### src/rtl/mux8to1_rr_pkg.sv
`default_nettype none
// ============================================================================
// Module      : mux8to1_rr_pkg
// Description : Shared constants and state encoding for the 8-channel
//               mux/demux family (channel count, select width, slot states).
// Ports       : none (package)
// Revision    : 1.0 - initial release
// ============================================================================
package mux8to1_rr_pkg;

  localparam int N_CH  = 8;
  localparam int SEL_W = 3;

  // Output slot occupancy: EMPTY means no undelivered word is held.
  typedef enum logic {
    ST_EMPTY = 1'b0,
    ST_FULL  = 1'b1
  } state_t;

endpackage : mux8to1_rr_pkg
`default_nettype wire

### src/rtl/rr_pick8.sv
`default_nettype none
// ============================================================================
// Module      : rr_pick8
// Description : Combinational rotating-priority picker over 8 requests.
//               Scans req starting at index ptr, wrapping modulo 8, and
//               returns the first set request.
// Ports       : req        - in  [7:0] request vector
//               ptr        - in  [2:0] index with highest priority
//               gnt_onehot - out [7:0] one-hot grant (zero when no request)
//               gnt_idx    - out [2:0] index of granted request
//               any        - out       at least one request present
// Revision    : 1.0 - initial release
// ============================================================================
module rr_pick8
  import mux8to1_rr_pkg::*;
(
  input  logic [N_CH-1:0]  req,
  input  logic [SEL_W-1:0] ptr,
  output logic [N_CH-1:0]  gnt_onehot,
  output logic [SEL_W-1:0] gnt_idx,
  output logic             any
);

  logic [SEL_W-1:0] idx;

  always_comb begin
    gnt_onehot = '0;
    gnt_idx    = '0;
    any        = 1'b0;
    idx        = '0;
    for (int k = 0; k < N_CH; k++) begin
      // 3-bit addition wraps naturally, giving ptr, ptr+1, ... mod 8
      idx = ptr + SEL_W'(k);
      if (!any && req[idx]) begin
        any             = 1'b1;
        gnt_idx         = idx;
        gnt_onehot[idx] = 1'b1;
      end
    end
  end

endmodule : rr_pick8
`default_nettype wire

### src/rtl/mux8to1_rr.sv
`default_nettype none
// ============================================================================
// Module      : mux8to1_rr
// Description : 8-to-1 round-robin multiplexer with a single registered
//               output slot and valid/ready handshakes on both sides.
// Ports       : clk     - in           clock, rising edge
//               rst     - in           synchronous active-high reset
//               EN      - in           grant enable
//               D       - in  [8*W-1:0] channel data, channel i at [i*W +: W]
//               D_valid - in  [7:0]    per-channel word present
//               D_ready - out [7:0]    combinational one-hot accept strobe
//               Y       - out [W-1:0]  registered selected word
//               sel     - out [2:0]    registered source channel of Y
//               Y_valid - out          Y/sel hold an undelivered word
//               Y_ready - in           downstream accepts Y this cycle
// Revision    : 1.0 - initial release
// ============================================================================
module mux8to1_rr
  import mux8to1_rr_pkg::*;
#(
  parameter int W = 8
) (
  input  logic              clk,
  input  logic              rst,
  input  logic              EN,
  input  logic [N_CH*W-1:0] D,
  input  logic [N_CH-1:0]   D_valid,
  output logic [N_CH-1:0]   D_ready,
  output logic [W-1:0]      Y,
  output logic [SEL_W-1:0]  sel,
  output logic              Y_valid,
  input  logic              Y_ready
);

  state_t           state;
  logic [SEL_W-1:0] ptr;

  logic [N_CH-1:0]  gnt_onehot;
  logic [SEL_W-1:0] gnt_idx;
  logic             any;
  logic             take;
  logic             slot_free;
  logic             grant;

  rr_pick8 u_pick (
    .req        (D_valid),
    .ptr        (ptr),
    .gnt_onehot (gnt_onehot),
    .gnt_idx    (gnt_idx),
    .any        (any)
  );

  assign Y_valid   = (state == ST_FULL);
  assign take      = Y_valid && Y_ready;
  // The slot can accept in the same cycle it is being emptied, which is
  // what sustains one word per cycle.
  assign slot_free = !Y_valid || Y_ready;
  // rst gates the strobe so no upstream word is consumed while the
  // register is being cleared.
  assign grant     = EN && slot_free && any && !rst;
  assign D_ready   = grant ? gnt_onehot : '0;

  always_ff @(posedge clk) begin
    if (rst) begin
      state <= ST_EMPTY;
      Y     <= '0;
      sel   <= '0;
      ptr   <= '0;
    end else begin
      if (grant) begin
        Y   <= D[gnt_idx*W +: W];
        sel <= gnt_idx;
        ptr <= gnt_idx + SEL_W'(1);
      end
      case (state)
        ST_EMPTY: if (grant)          state <= ST_FULL;
        ST_FULL:  if (take && !grant) state <= ST_EMPTY;
        default:                      state <= ST_EMPTY;
      endcase
    end
  end

endmodule : mux8to1_rr
`default_nettype wire

### config.mk
export PLATFORM = sky130hd
export DESIGN_NAME = mux8to1_rr
export DESIGN_NICKNAME = d
export VERILOG_FILES = /design/src/rtl/mux8to1_rr_pkg.sv /design/src/rtl/rr_pick8.sv /design/src/rtl/mux8to1_rr.sv
export SDC_FILE = /design/constraint.sdc
export NUM_CORES = 1
export LEC_CHECK = 0
export CORE_UTILIZATION = 35
export CTS_CLUSTER_SIZE = 40
export DETAILED_ROUTE_END_ITERATION = 8
export PLACE_DENSITY_LB_ADDON = 0.25
export RECOVER_POWER = 25
export SYNTH_ARGS = -nofsm -noshare
export SYNTH_HDL_FRONTEND = slang
export SYNTH_SLANG_ARGS = --single-unit
### constraint.sdc
create_clock -name clk -period 3.6 [get_ports clk]
set_input_delay 0.36 -clock clk [delete_from_list [all_inputs] [get_ports clk]]
set_output_delay 0.36 -clock clk [all_outputs]
set_load 0.05 [all_outputs]
* Word level (Yosys, flattened, before mapping)
Cells that the tools add are included.
** Word-level totals
- Bits of input ports :: 76
- Flip-flop bits (word level) :: 15
- Word-level logic and storage cells :: 128
** Operators by class
- $add $sub $neg :: 8
- Shifts and indexed selects :: 1
- Order comparisons :: 16
- Bitwise gates (word level) :: 8
- Muxes and demuxes :: 60
- Reductions and logical operators :: 31
** Operator list (number)
- 8-bit 2-to-1 mux :: 9
- 64-bit by 7-bit variable part select with 8-bit output :: 1
- 8-bit bitwise OR :: 7
- 3-bit by 4-bit < comparator with 1-bit output (second input constant) :: 8
- 1-bit 2-to-1 mux :: 26
- 1-bit binary-select mux with 3-bit select :: 8
- 1-bit demux with 3-bit select :: 8
- 3-bit by 1-bit greater-or-equal comparator with 1-bit output (second input constant) :: 8
- 3-bit 2-to-1 mux :: 8
- 1-bit logical AND :: 20
- 3-bit adder (second input constant) :: 4
- 1-bit logical NOT :: 10
- 3-bit by 1-bit adder with 3-bit output (second input constant) :: 2
- 3-bit by 2-bit adder with 3-bit output (second input constant) :: 2
- 1-bit case mux with 2 select lines :: 1
- 1-bit logical OR :: 1
- 1-bit NOT :: 1

* Depth between registers and ports, before layout
Gate-level depths: netlist of the first run.
- Word-level depth :: 30
- Gate-level depth with buffers :: 17
- Depth with buffers taken out :: 13

* By module
A second synthesis of the first run with hierarchy kept.
** Second synthesis, totals
- Cells, all modules :: 290
- Area total of the unflattened synthesis :: 2402.3 um^2
** Modules (own cells, without submodules)
- rr_pick8 :: cells an instance 152, times used 1, area each 1213.7 um^2
- mux8to1_rr :: cells an instance 138, times used 1, area each 1188.6 um^2

* Worst setup path after synthesis of the first run
Ideal clock, no wire load.
- Path type :: reg2out
- Start point :: reg ptr[2]
- End point :: out D_ready[7]
- Required time :: 3.240 ns
- Path buffers :: 1
- Arrival time :: 4.022 ns
- Slack :: -0.782 ns
- Stages on the path, launching flop included :: 13
- Path through :: dfxtp_1 -> buf_2 -> inv_1 -> ha_1 -> mux4_2 -> mux2i_1 -> nor4b_4 -> nand3_1 -> nor2_1 -> a31oi_1 -> mux2i_1 -> nor2_1 -> a211oi_1
** Between the ends
- Word-level cells in the longest chain between the ends :: 27
- Elaborated cells between the ends (all ways) :: 103
- Classes of those cells :: add/sub: 7; order compare: 16; mux: 49; bitwise: 7; reduce/logical: 24
** RTL lines
- start, declared :: line mux8to1_rr.sv:36 : logic [SEL_W-1:0] ptr;
- start signal, assigned :: line mux8to1_rr.sv:73 : ptr <= gnt_idx + SEL_W'(1);
- parallel branches: the longest is 26 deep, another holds 3-bit by 4-bit < comparator with 1-bit output
- 8-bit 2-to-1 mux * :: line mux8to1_rr.sv:61 : assign D_ready = grant ? gnt_onehot : '0;
- end, declared :: line mux8to1_rr.sv:28 : output logic [N_CH-1:0] D_ready,
Mark *: on every way between the ends. The select of a mux whose other input is x is not followed.

* Final worst setup path of the first run
- Start point :: reg ptr[0]
- End point :: reg Y[6]
** Between the ends
- Word-level cells in the longest chain between the ends :: 26
- Elaborated cells between the ends (all ways) :: 56
- Classes of those cells :: add/sub: 7; shift: 1; mux: 32; reduce/logical: 16
** RTL lines
- parallel branches: the longest is 26 deep, another holds 3-bit by 1-bit adder with 3-bit output
- end signal, assigned :: line mux8to1_rr.sv:71 : Y <= D[gnt_idx*W +: W];
- end, declared :: line mux8to1_rr.sv:29 : output logic [W-1:0] Y,
Several ways; the timed one is not identified. The select of a mux whose other input is x is not followed.
A chain may end at the register's enable or synchronous reset.

==> results of run 1 <==
[per-layer routing]
metal	vias up	track usage (%)
met1	1230	27.83
met2	94	38.26
met5	-	0
li1	1226	-
met4	0	2.807
met3	4	4.176
[repair_timing]
item / CTS / global route
resized for setup: 27 / 20
buffers inserted: 5 / 6
pin swaps: 15 / 10
gates cloned: 0 / 1
endpoints found under the setup margin: 13 / 17
hold buffers: 0 / 0
[final cells by class]
type | count | area (sq um) | area share, %
timing repair buffer | 156 | 1516 | 37.30
clock inverter | 1 | 5.005 | 0.1231
multi-input combinational | 201 | 2071 | 50.94
inverter | 6 | 32.53 | 0.8002
tap | 75 | 93.84 | 2.308
sequential | 15 | 305.3 | 7.510
clock buffer | 3 | 41.29 | 1.016
[sequential cells by signal, summed over array words and instances, names as in the netlist]
register,flops
Y,8
ptr,3
Y_valid,1
sel,3
[layout by cell type, fill, tap and decap left out, drive strengths merged, types with 2 or more instances in the layout]
cell	Yosys	layout
clkdlybuf4s50	0	83
buf	13	68
mux2i	31	31
nor2	23	23
mux4	17	17
mux2	15	15
nand2	15	15
dfxtp	15	15
a21oi	12	12
a22o	11	11
ha	7	7
inv	6	6
a211oi	6	6
o21ai	5	5
a211o	4	4
a21o	4	4
dlygate4sd3	0	4
and2	4	4
clkbuf	1	4
xor2	3	3
nand2b	3	3
o22ai	3	3
nand3	3	3
nor3	3	3
and3	3	3
nor2b	3	3
xnor2	2	2
o221a	2	2
a32oi	2	2
a221oi	2	2
a222oi	2	2
a31o	2	2
[where the power goes]
group	switching [mW]	total [mW]	internal [mW]
logic	0.745	1.53	0.790
registers	0.0256	0.234	0.208
clock network	0.0636	0.140	0.0768
[worst max path at each step]
stage                   startpoint                end  slack (ps)
4_1_cts        ptr[0]$_SDFFE_PP0P_  Y[6]$_SDFFE_PP0P_        -120
3_3_place_gp            D_valid[3]  Y[6]$_SDFFE_PP0P_        -180
3_5_place_dp            D_valid[3]  Y[0]$_SDFFE_PP0P_        -230
6_report       ptr[0]$_SDFFE_PP0P_  Y[6]$_SDFFE_PP0P_         -70
5_1_grt        ptr[0]$_SDFFE_PP0P_         D_ready[7]        -210
2_1_floorplan  ptr[0]$_SDFFE_PP0P_  Y[0]$_SDFFE_PP0P_         -70
[tightest hold or removal path, cell delays in order (launching register included)]
cell,delay (ps)
dfxtp_1,310
nand2_1,50
a21oi_1,50
[synth_stat cells (6+ instances only)]
library cell	number	area share (%)
a211oi_1	6	2.0
a21oi_1	12	2.7
a22o_1	11	4.3
buf_2	6	1.3
buf_6	6	3.0
dfxtp_1	15	13
ha_1	7	3.9
mux2_2	6	3.0
mux2i_1	31	14
mux4_2	17	17
nand2_1	14	2.3
nor2_1	23	3.8
[through the flow]
| stage | instance area (sq um) | power [mW] | hold WS [ps] | cells | setup slack, ps |
|---|---|---|---|---|---|
| 3_3_place_gp | 3729 | 1.616 | 450.5 | 441 | -182.4 |
| 2_1_floorplan | 2407 | 1.181 | 603.2 | 236 | -67.95 |
| 5_1_grt | 4065 | 2.021 | 493.8 | 457 | -206.0 |
| 6_report | 4065 | 1.909 | 450.7 | 457 | -73.36 |
| 4_1_cts | 3928 | 1.849 | 456.1 | 450 | -117.2 |
| 3_5_place_dp | 3729 | 1.634 | 447.5 | 441 | -227.6 |
[cells by family (layout without fill, tap and decap cells)]
kind of cell | after synthesis | in the layout | share of synthesized area, %
fa+ha+maj | 7 | 7 | 3.869
simple gates | 60 | 60 | 13.32
flops | 15 | 15 | 13.27
xor+xnor | 5 | 5 | 1.935
mux | 63 | 63 | 38.75
buf+inv | 20 | 166 | 5.638
compound gates | 66 | 66 | 23.22
==> qor.yml, run 1 <==
vias_per_cell: 5.589
io_buffer_count: 95
ys_types: 51
dr.first_iter.drc_count: 170
cp_slowest_cell: "mux4_2"
p_leak_nw: 1.704
fp.dieH_microns: 82.42
cp.arrival_ps: 3820
ys_seq_elements: 15
clk_path_buf_depth: 2
cp.required_ps: 3750
timing.rr.end: "Y[6]$_SDFFE_PP0P_"
met3_wirelength_microns: 474
finalWorstSetupSlack_ps: -73.36
maxSlewHeadroom_pct: 64.82
dieArea_sq_um: 6792
setup_tns_ps: -646.7
numCtsBuffers: 3
rsz0062_at_grt: "yes"
critPathTopFamily: "multiplexers"
dr_wl_met2_microns: 3905
top_layer: "met4"
slowest_delay_ps: 520
grt_antenna_before_repair: 0
drc: 0
hold_path_depth: 2
r2r_cells: 13
area.growth.synth_to_final_pct: 79.60
ff2ff_setup_slack_ps: -70
overflow: 0
cts_tree: "built"
crit_cells: 13
slew_viol_final: 0
clk_latency_ps: 250
die_x_microns: 82.42
path_cells: "inv_8, ha_4, mux2_4, mux4_2, o32ai_4, buf_6, and3_4, a211o_1, o32a_1, buf_12, mux4_2, a22oi_2, a21bo_1"
antenna_left: 0
dp_hpwl_microns: 5811
fin_crit_ps: 3673
hold_start: "sel[2]$_SDFFE_PP0P_"
crit_type: "register to register"
cts.sinks: 15
clock_skew_ps: 2.718
ios: 96
grt.total_usage_pct: 21.67
coreArea_sq_um: 6061
hold_class: "register to register"
wl_met1_microns: 3089
grt_pass1_vias: 2367
cts.clk_slew.worst_paths_ps: 60
path_common_cell: "mux4_2"
rows: 28
final_util_pct: 67.07
setup.worst_path.start_class: "register"
outcome: "finished, violations left"
fmax_mhz: 272.2
r2r-start: "ptr[0]$_SDFFE_PP0P_"
crit_fanout: 8
ir_drop_mv: 0.3010
syn-cell-area_sq_um: 2263
fill_cells: 494
syn_area_per_cell_sq_um: 9.591
cap_violations: 0
synth_seq_area_share_pct: 13.27
wl_per_cell_microns: 16.39
syn-num-nets: 319
wl_microns: 7488
worst_pin_slew_ps: 526.1
layout-drive-gt1-share_pct: 37.43
violations: "negative setup slack"
synth_edf_count: 0
cts-root-buf: "clkbuf_8"
min_to: "sel[2]$_SDFFE_PP0P_"
grt_first_pass_wirelength_microns: 11130
diodes: 0
h-tree-depth: 1
worst-path-buf-inv: 3
synth_flop_cell: "dfxtp_1"
gp_congestion: 0.8879
nets: 466
synthArstFlopShare_pct: 0
end_kind: "register"
powerDensity_nw_per_um2: 469.6
vias: 2554
syn_inst: 236
setup_violations: 15
initial_utilization_pct: 37.35
yosysWarnings: 0
firstDrtPassIters: 4
fin_crit_sh_pct: 102.0
grt_max_degree: 17
hold_viol: 0
Power figures use the tool's default switching activity.
==> run 2, diff against run 1 <==
--- a/config.mk
+++ b/config.mk
@@ -5,9 +5,11 @@
 export SDC_FILE = /design/constraint.sdc
 export NUM_CORES = 1
 export LEC_CHECK = 0
+export CORE_ASPECT_RATIO = 2
 export CORE_UTILIZATION = 35
 export CTS_CLUSTER_SIZE = 40
 export DETAILED_ROUTE_END_ITERATION = 8
+export HOLD_SLACK_MARGIN = 0.02
 export PLACE_DENSITY_LB_ADDON = 0.25
 export RECOVER_POWER = 25
 export SYNTH_ARGS = -nofsm -noshare
==> run 2 against run 1 <==
The flow still finishes with violations (negative setup slack). Power increased by 8.2%. Hold slack better by 16 ps. Die area grew 0.29%. Non-clock buffer count rose by 7. Core utilization decreased by 0.98 points. First-iteration DRC count fell by 38%. Sequential cell count did not move. Clock-buffer cell count did not move.
==> qor.yml, run 2 (synthesis results as in run 1) <==
postCtsHoldBufs: 0  # unchanged
cts.sinks: 15  # unchanged
slowest_delay_ps: 570  # was 520 ps
crit_fanout: 8  # unchanged
totalPowerFinal_mw: 2.066  # was 1.909 mW
setup_violations: 17  # was 15
met3_wirelength_microns: 317  # was 474 microns
cts-root-buf: "clkbuf_16"  # was clkbuf_8
cp_slowest_cell: "or4b_4"  # was mux4_2
setup_tns_ps: -1353  # was -646.7 ps
timing.rr.end: "Y[1]$_SDFFE_PP0P_"  # was Y[6]$_SDFFE_PP0P_
fin_crit_ps: 3745  # was 3673 ps
ios: 96  # unchanged
dieArea_sq_um: 6812  # was 6792 sq um
p_leak_nw: 1.730  # was 1.704 nW
numCtsBuffers: 3  # unchanged
maxSlewHeadroom_pct: 65.20  # was 64.82%
hold_start: "sel[2]$_SDFFE_PP0P_"  # unchanged
wl_met1_microns: 2637  # was 3089 microns
die_x_microns: 58.87  # was 82.42 microns
min_to: "sel[2]$_SDFFE_PP0P_"  # unchanged
wl_microns: 8170  # was 7488 microns
slew_viol_final: 0  # unchanged
grt_first_pass_wirelength_microns: 12860  # was 11130 microns
cap_violations: 0  # unchanged
cts_tree: "built"  # unchanged
clk_path_buf_depth: 2  # unchanged
crit_type: "register to register"  # unchanged
largest_register_ffs: 8  # unchanged
grt_max_degree: 19  # was 17
hold_path_depth: 2  # unchanged
end_kind: "register"  # unchanged
firstDrtPassIters: 4  # unchanged
nets: 473  # was 466
vias_per_cell: 5.566  # was 5.589
violations: "negative setup slack"  # unchanged
clk_latency_ps: 250  # about the same
r2r_cells: 12  # was 13
antenna_left: 0  # unchanged
cp.required_ps: 3740  # was 3750 ps
final_util_pct: 66.09  # was 67.07%
ff2ff_setup_slack_ps: -140  # was -70 ps
worst-path-buf-inv: 3  # unchanged
path_common_cell: "mux2_4"  # was mux4_2
finalWorstSetupSlack_ps: -144.7  # was -73.36 ps
gp_congestion: 0.9070  # was 0.8879
io_buffer_count: 95  # unchanged
dr.first_iter.drc_count: 105  # was 170
area.growth.synth_to_final_pct: 82.75  # was 79.60%
fin_crit_sh_pct: 104.0  # was 102.0%
layout-drive-gt1-share_pct: 38.56  # was 37.43%
clock_skew_ps: 2.867  # was 2.718 ps
layout_commonest_cell: "clkdlybuf4s50_1"  # unchanged
initial_utilization_pct: 36.17  # was 37.35%
drc: 0  # unchanged
hold_class: "register to register"  # unchanged
outcome: "finished, violations left"  # unchanged
layout_common_cells: "clkdlybuf4s50_1, buf_4, mux2i_1, mux4_2, nor2_1"  # was clkdlybuf4s50_1, buf_4, mux2i_1, mux4_2, buf_6
cp.arrival_ps: 3890  # was 3820 ps
dr_wl_met2_microns: 4826  # was 3905 microns
powerDensity_nw_per_um2: 499.5  # was 469.6 nW/um^2
hold_viol: 0  # unchanged
largest_register: "Y"  # unchanged
diodes: 0  # unchanged
overflow: 0  # unchanged
worst_pin_slew_ps: 507.4  # was 526.1 ps
fp.dieH_microns: 115.7  # was 82.42 microns
coreArea_sq_um: 6259  # was 6061 sq um
grt_pass1_vias: 2691  # was 2367
setup.worst_path.start_class: "register"  # unchanged
critPathTopFamily: "multiplexers"  # unchanged
place_ws_ps: -192.9  # was -227.6 ps
rows: 41  # was 28
h-tree-depth: 1  # unchanged
reg_top3: "Y (8), ptr (3), sel (3)"  # unchanged
dp_hpwl_microns: 6377  # was 5811 microns
rsz0062_at_grt: "yes"  # unchanged
wl_per_cell_microns: 17.20  # was 16.39 microns
ir_drop_mv: 0.4154  # was 0.3010 mV
top_layer: "met4"  # unchanged
fmax_mhz: 267.0  # was 272.2 MHz
grt_antenna_before_repair: 0  # unchanged
r2r-start: "ptr[0]$_SDFFE_PP0P_"  # unchanged
vias: 2644  # was 2554
cts.clk_slew.worst_paths_ps: 50  # was 60 ps
path_cells: "inv_8, ha_4, mux4_2, mux2_4, or4b_4, buf_4, o2bb2ai_2, a2bb2oi_4, clkbuf_16, mux2_4, a22o_1, a211o_1"  # was inv_8, ha_4, mux2_4, mux4_2, o32ai_4, buf_6, and3_4, a211o_1, o32a_1, buf_12, mux4_2, a22oi_2, a21bo_1
grt.total_usage_pct: 25.19  # was 21.67%
run 2: layer usage:
layer	track usage (%)	up-vias
met5	0	-
met4	13.02	0
met3	2.790	25
met2	49.47	94
met1	24.39	1285
li1	-	1240
run 2: power by group:
group	leakage (nW)	internal [mW]	total [mW]	switching, mW
Combinational	1.56	0.831	1.61	0.774
Clock	0.0409	0.149	0.224	0.0751
Sequential	0.125	0.209	0.237	0.0281
run 2: worst max path at each step:
stage / from / endpoint / cells after the start
2_1_floorplan: ptr[0]$_SDFFE_PP0P_ / Y[0]$_SDFFE_PP0P_ / 14
3_5_place_dp: D_valid[7] / Y[0]$_SDFFE_PP0P_ / 11
6_report: ptr[0]$_SDFFE_PP0P_ / Y[1]$_SDFFE_PP0P_ / 12
4_1_cts: ptr[0]$_SDFFE_PP0P_ / D_ready[4] / 13
3_3_place_gp: D_valid[7] / Y[1]$_SDFFE_PP0P_ / 11
5_1_grt: ptr[0]$_SDFFE_PP0P_ / Y[5]$_SDFFE_PP0P_ / 13
run 2: final cells by class:
type / count / area, sq um
fill: 537 / 2122
multi-input combinational: 201 / 2076
timing repair buffer: 163 / 1533
sequential: 15 / 307.8
tap: 86 / 107.6
clock buffer: 3 / 75.07
inverter: 6 / 32.53
clock inverter: 1 / 5.005
run 2: timing repair:
item	CTS	global route
cloned	0	1
gates resized for setup	34	10
endpoints found under the setup margin	16	18
setup buffers	14	2
pin swaps	13	9
run 2: stage by stage:
step	hold WS (ps)	std cells	instance area (sq um)
after CTS	466.7	472	4043
after floorplan	603.2	236	2407
after detailed placement	456.5	454	3732
after global routing	486.1	475	4136
after global placement	444.6	454	3732
final	466.7	475	4136
run 2: worst register-to-register path: cells and delay by family (launching register included):
kind,cells,cell delay (ps)
AND/OR/NAND/NOR,1,570
multiplexers,3,1160
adder cells (fa/ha/maj),1,340
AO/OA/AOI/OAI,4,800
flip-flops,1,370
buffers and inverters,3,390
